[src/rtl/digest_piso.sv]
// digest_piso: serialises a 256-bit digest to a byte-wide UART transmitter.
// Bytes go out big-endian. Each byte is handed over with a one-cycle tx_dv
// strobe, and the block then waits for tx_done before sending the next byte.
// Build option HEX_ASCII_EN: when defined, the block sends 64 lowercase hex
// characters followed by a carriage return (8'h0D). When undefined, it sends
// 32 raw bytes.
module digest_piso (
  input  logic         clk,
  input  logic         rst,
  input  logic         digest_valid,
  input  logic [255:0] digest,
  input  logic         tx_done,
  output logic         tx_dv,
  output logic [7:0]   tx_byte,
  output logic         busy,
  output logic         done
);

`ifdef HEX_ASCII_EN
  localparam logic [6:0] TOTAL = 7'd65;
`else
  localparam logic [6:0] TOTAL = 7'd32;
`endif

  typedef enum logic [1:0] {IDLE, SEND, WAIT, FINISH} state_t;

  state_t         r_state;
  state_t         w_next;
  logic [255:0]   r_shift;
  logic [6:0]     r_cnt;
  logic           w_capture;
  logic           w_advance;
  logic [7:0]     w_char;

  // State register
  always_ff @(posedge clk or posedge rst) begin
    if (rst) r_state <= IDLE;
    else     r_state <= w_next;
  end

  // Next-state logic plus the capture and advance strobes for the datapath
  always_comb begin
    w_next    = r_state;
    w_capture = 1'b0;
    w_advance = 1'b0;
    case (r_state)
      IDLE: begin
        if (digest_valid) begin
          w_capture = 1'b1;
          w_next    = SEND;
        end
      end
      SEND: w_next = WAIT;
      WAIT: begin
        if (tx_done) begin
          if (r_cnt == TOTAL - 7'd1) begin
            w_next = FINISH;
          end else begin
            w_advance = 1'b1;
            w_next    = SEND;
          end
        end
      end
      FINISH:  w_next = IDLE;
      default: w_next = IDLE;
    endcase
  end

  // Shift register and byte/character counter
  always_ff @(posedge clk or posedge rst) begin
    if (rst) begin
      r_shift <= '0;
      r_cnt   <= '0;
    end else if (w_capture) begin
      r_shift <= digest;
      r_cnt   <= '0;
    end else if (w_advance) begin
      r_cnt <= r_cnt + 7'd1;
`ifdef HEX_ASCII_EN
      // Each byte produces two characters, so shift after the low nibble.
      if (r_cnt[0]) r_shift <= {r_shift[247:0], 8'h00};
`else
      r_shift <= {r_shift[247:0], 8'h00};
`endif
    end
  end

`ifdef HEX_ASCII_EN
  logic [3:0] w_nib;
  // Select the nibble for the current character and convert it to ASCII hex
  always_comb begin
    w_nib  = r_cnt[0] ? r_shift[251:248] : r_shift[255:252];
    w_char = (w_nib < 4'd10) ? ({4'h0, w_nib} + 8'h30) : ({4'h0, w_nib} + 8'h57);
    if (r_cnt == TOTAL - 7'd1) w_char = 8'h0D;
  end
`else
  assign w_char = r_shift[255:248];
`endif

  assign tx_dv   = (r_state == SEND);
  assign busy    = (r_state != IDLE);
  assign done    = (r_state == FINISH);
  assign tx_byte = (r_state == IDLE) ? '0 : w_char;

endmodule

[config.mk]
export PLATFORM = sky130hd
export DESIGN_NAME = digest_piso
export DESIGN_NICKNAME = d
export VERILOG_FILES = /design/src/rtl/digest_piso.sv
export SDC_FILE = /design/constraint.sdc
export NUM_CORES = 1
export LEC_CHECK = 0
export CAP_MARGIN = 15
export CORE_MARGIN = 5
export CORE_UTILIZATION = 50
export CTS_CLUSTER_DIAMETER = 40
export DETAILED_ROUTE_END_ITERATION = 8
export PLACE_DENSITY = 0.8
export SKIP_CTS_REPAIR_TIMING = 1
export SYNTH_ARGS = -nofsm -noshare
export SYNTH_HDL_FRONTEND = slang
export SYNTH_SLANG_ARGS = --single-unit
[constraint.sdc]
create_clock -name clk -period 11.7 [get_ports clk]
set_clock_uncertainty 0.1 [all_clocks]
set_input_delay 2.34 -clock clk [delete_from_list [all_inputs] [get_ports clk]]
set_output_delay 2.34 -clock clk [all_outputs]
set_load 0.05 [all_outputs]
---- After elaboration in Yosys (flattened, before gate mapping) ----
Cells that the tools add are included.
storage, ports and cells
  register bits after elaboration ......... 265
  input port bits ......................... 260
  logic and storage cells ................. 28
operators by class
  add/subtract/negate cells ............... 1
  equal/unequal tests ..................... 6
  muxes and demuxes ....................... 14
  reductions and logical operators ........ 4
operator list
  cell                                           count
  two-way mux 256 bit                            2
  two-way mux 7 bit                              2
  two-way mux 8 bit                              1
  case mux 2 bit (4 select lines)                1
  adder 7 x 1 -> 7 bit, second input constant    1
  == test 7 x 5 -> 1 bit, second input constant  1
  two-way mux 2 bit                              3
  two-way mux 1 bit                              5
  == test 2 bit, second input constant           2
  != test 2 bit, second input constant           2
  nonzero test 2 bit                             2
  == test 2 x 1 -> 1 bit, second input constant  1
  zero test 2 bit                                1
  AND reduction 2 bit                            1

---- Logic depth before layout (Yosys ltp) ----
  word-level depth ........................ 6
  gate-level depth with buffers ........... 7
  gate-level depth less buffers ........... 5

---- Worst setup path after synthesis ----
Ideal clock, no wire load.
  path type ............................... register -> output
  start point ............................. register r_state[1]
  end point ............................... output port tx_byte[0]
  data arrival time ....................... 1.296 ns
  data required time ...................... 9.260 ns
  setup slack ............................. 7.964 ns
  cell stages (with the launch flop) ...... 4
  buffers on the path ..................... 1
  cell sequence ........................... dfrtp_1 > nor2_1 > buf_2 > nor2b_1
between the ends
  word-level cells in the longest chain between the ends .. 2
ends and longest elaborated chain
  element                   RTL line  source
  start: declaration        27        state_t r_state;
  start signal: assignment  38        else r_state <= w_next;
  zero test 2 bit           103       assign tx_byte = (r_state == IDLE) ? '0 : w_char;
  two-way mux 8 bit         103
  end: declaration          14        output logic [7:0] tx_byte,
Every way passes these cells.

---- Final worst setup path ----
  start point ............................. register r_state[1]
  end point ............................... output port tx_byte[2]
The elaborated chain is that of the path after synthesis.

==> metrics.yaml <==
status: "complete, no violations"
grt_overflow_total: 0
clock_path_buffers: 3
final_area_mm2: 0.0156
synthCells: 965
ys_warn_count: 0
grt_max_degree: 237
period_share: 0.424
leakage_nw: 8.10
critPathKind: "flop to primary output"
vias: 9114
syn_to_final_growth_pct: 35.9
crit_fanout: 7
cp.required_ns: 9.26
critPathCaptureType: "primary output"
min_period_ns: 4.96
num_io_pins: 271
powerDensity_mw_per_mm2: 267
clkLatencyLatePin_ns: 0.51
drv_cap: 0
arrival_ns: 2.52
yosysTopAreaCellShare: 0.576
dieWidth_um: 162
num_rows: 55
power.total_mw: 4.17
tightest_slew_ns: 1.15
ys_ff_latch: 265
coreArea_mm2: 0.0226
synth-edff-count: 0
yosysMostFrequentCell: "dfrtp_1"
relSlewSlack: 0.235
wl_per_cell_um: 21.2
slowest_stage: "clkdlybuf4s50_1"
finalMaxSlewViolations: 0
dpl_cell_area_mm2: 0.0143
fillers: 1689
yosys.area.top_type: "dfrtp_1"
fin_ws_ns: 6.74
synth_flop_cell: "dfrtp_1"
place_congestion: 0.813
viasPerCell: 6.03
ys_async_sr_fraction: 1.00
die_height_um: 162
diodes: 0
yosysSeqAreaShare: 0.576
slowest_delay_ns: 0.73
post-place-ws_ns: 6.47
path_cells: "nor2_1 -> buf_4 -> nor2b_1 -> clkdlybuf4s50_1"
cts_root_buf: "clkbuf_16"
synthTopCellsByArea: "dfrtp_1 (58%), a22o_1 (16%), a21o_1 (14%), buf_2 (2.4%), nand2_1 (1.5%)"
cts.sink_count: 265
fmax_mhz: 202
drtIter0Drc: 780
start_util: 0.509
cts_max_level: 2
post-dp-hpwl_mm: 20.4
grt_use_total: 0.238
drc: 0
numCtsBuffers: 38
worstHoldPathType: "flop to flop"
utilization: 0.691
tns_ns: 0
synthesis.nets: 1226
drive_gt1_frac: 0.0677
hold_viol: 0
synth_area_mm2: 0.0115
final_nets: 1458
antenna_found_initial: 2
grt_pass1_vias: 9478
io_buffers: 270
dr.pass1.iters: 5
die_area_mm2: 0.0262
synth_cell_type_count: 33
rsz0062_at_grt: "no"
path_clk_slew_ns: 0.05
cts_tree: "yes"
grt_pass1_wl_mm: 50.4
routed_wl_mm: 32.0
setup_viol: 0
ir_worst_vdd_uv: 147
synthTopCellsByCount: "dfrtp_1 (265), a21o_1 (217), a22o_1 (216)"
cp-start-kind: "flop"
postRouteAntennaNets: 0
synth_area_per_cell_um2: 11.9
## worst paths after layout
| kind | start | to | slack, ns | cells past startpoint |
|---|---|---|---|---|
| max | r_state[1] | tx_byte[2] | 6.74 | 4 |
| min | r_shift[155] | r_shift[155] | 0.37 | 1 |
| max reg2reg | r_state[1] | r_shift[27] | 8.33 | 6 |
| min reg2reg | r_shift[155] | r_shift[155] | 0.37 | 1 |
| max in group asynchronous | rst | r_shift[119] | 7.71 | 3 |
| min in group asynchronous | rst | r_shift[239] | 2.29 | 2 |
## cell families after synthesis
logic type | synth area share
AOI/OAI and AO/OA | 0.332
and+or+nand+nor | 0.0513
buffers and inverters | 0.0360
DFF | 0.576
xor gates and xnor gates | 0.00228
muxes | 0.00174
adders and majority gates | 0.00109
## sequential cells by signal, summed over array words and instances, names as in the netlist
signal / flops
r_cnt: 7
r_shift: 256
r_state: 2
## cells in the final DEF (no fill, tap or decap), types with 2 or more instances in the layout
| master | netlist | final |
|---|---|---|
| a21o_1 | 217 | 217 |
| a21oi_1 | 16 | 16 |
| a22o_1 | 216 | 216 |
| a22oi_1 | 16 | 16 |
| buf_4 | 2 | 9 |
| bufinv_16 | 0 | 7 |
| clkbuf_1 | 27 | 3 |
| clkbuf_16 | 0 | 39 |
| clkbuf_8 | 0 | 3 |
| clkdlybuf4s50_1 | 0 | 270 |
| clkinv_2 | 0 | 5 |
| clkinv_4 | 0 | 3 |
| clkinvlp_4 | 0 | 4 |
| dfrtp_1 | 265 | 265 |
| inv_6 | 0 | 3 |
| inv_8 | 0 | 3 |
| mux2i_1 | 2 | 2 |
| nand2_1 | 47 | 46 |
| nand3_1 | 28 | 28 |
| nand4_1 | 2 | 2 |
| nor2_1 | 21 | 21 |
| nor2b_1 | 10 | 10 |
| nor3_1 | 8 | 8 |
| o21ai_0 | 3 | 3 |
| o22ai_1 | 8 | 8 |
| xnor2_1 | 2 | 2 |
## per-stage QoR
stage,cells,hold slack (ns)
2_1_floorplan,965,0.349
3_3_place_gp,1442,0.358
3_5_place_dp,1442,0.365
4_1_cts,1511,0.377
5_1_grt,1511,0.382
6_report,1511,0.374
## worst max-delay path: cells and delay by family, from the launching register on
| kind | cells | cell delay [ns] |
|---|---|---|
| flops | 1 | 0.41 |
| simple gates | 2 | 0.58 |
| buf+inv | 2 | 1.02 |
## power breakdown
group	switching, mW	internal, mW	total [mW]	leakage, nW
sequential	0.267	1.36	1.63	3.27
clock	0.427	0.791	1.22	0.663
combinational	0.680	0.647	1.33	4.17
## routing by layer
| layer | vias to the layer above | track usage | wire length (um) |
|---|---|---|---|
| li1 | 4109 | - | - |
| met1 | 4627 | 0.313 | 13400 |
| met2 | 313 | 0.391 | 15500 |
| met3 | 61 | 0.0667 | 2400 |
| met4 | 4 | 0.0665 | 725 |
| met5 | - | 0 | 34 |
## layout make-up
type,instances,area [um^2],area share
Tap cell,285,357,0.0228
Clock buffer,45,1030,0.0657
Clock inverter,24,340,0.0218
Inverter,2,15.0,0.000960
Timing Repair Buffer,280,2790,0.178
Sequential cell,265,6630,0.424
Multi-Input combinational cell,610,4480,0.286
Note: power is estimated with default switching activity, not from simulation.
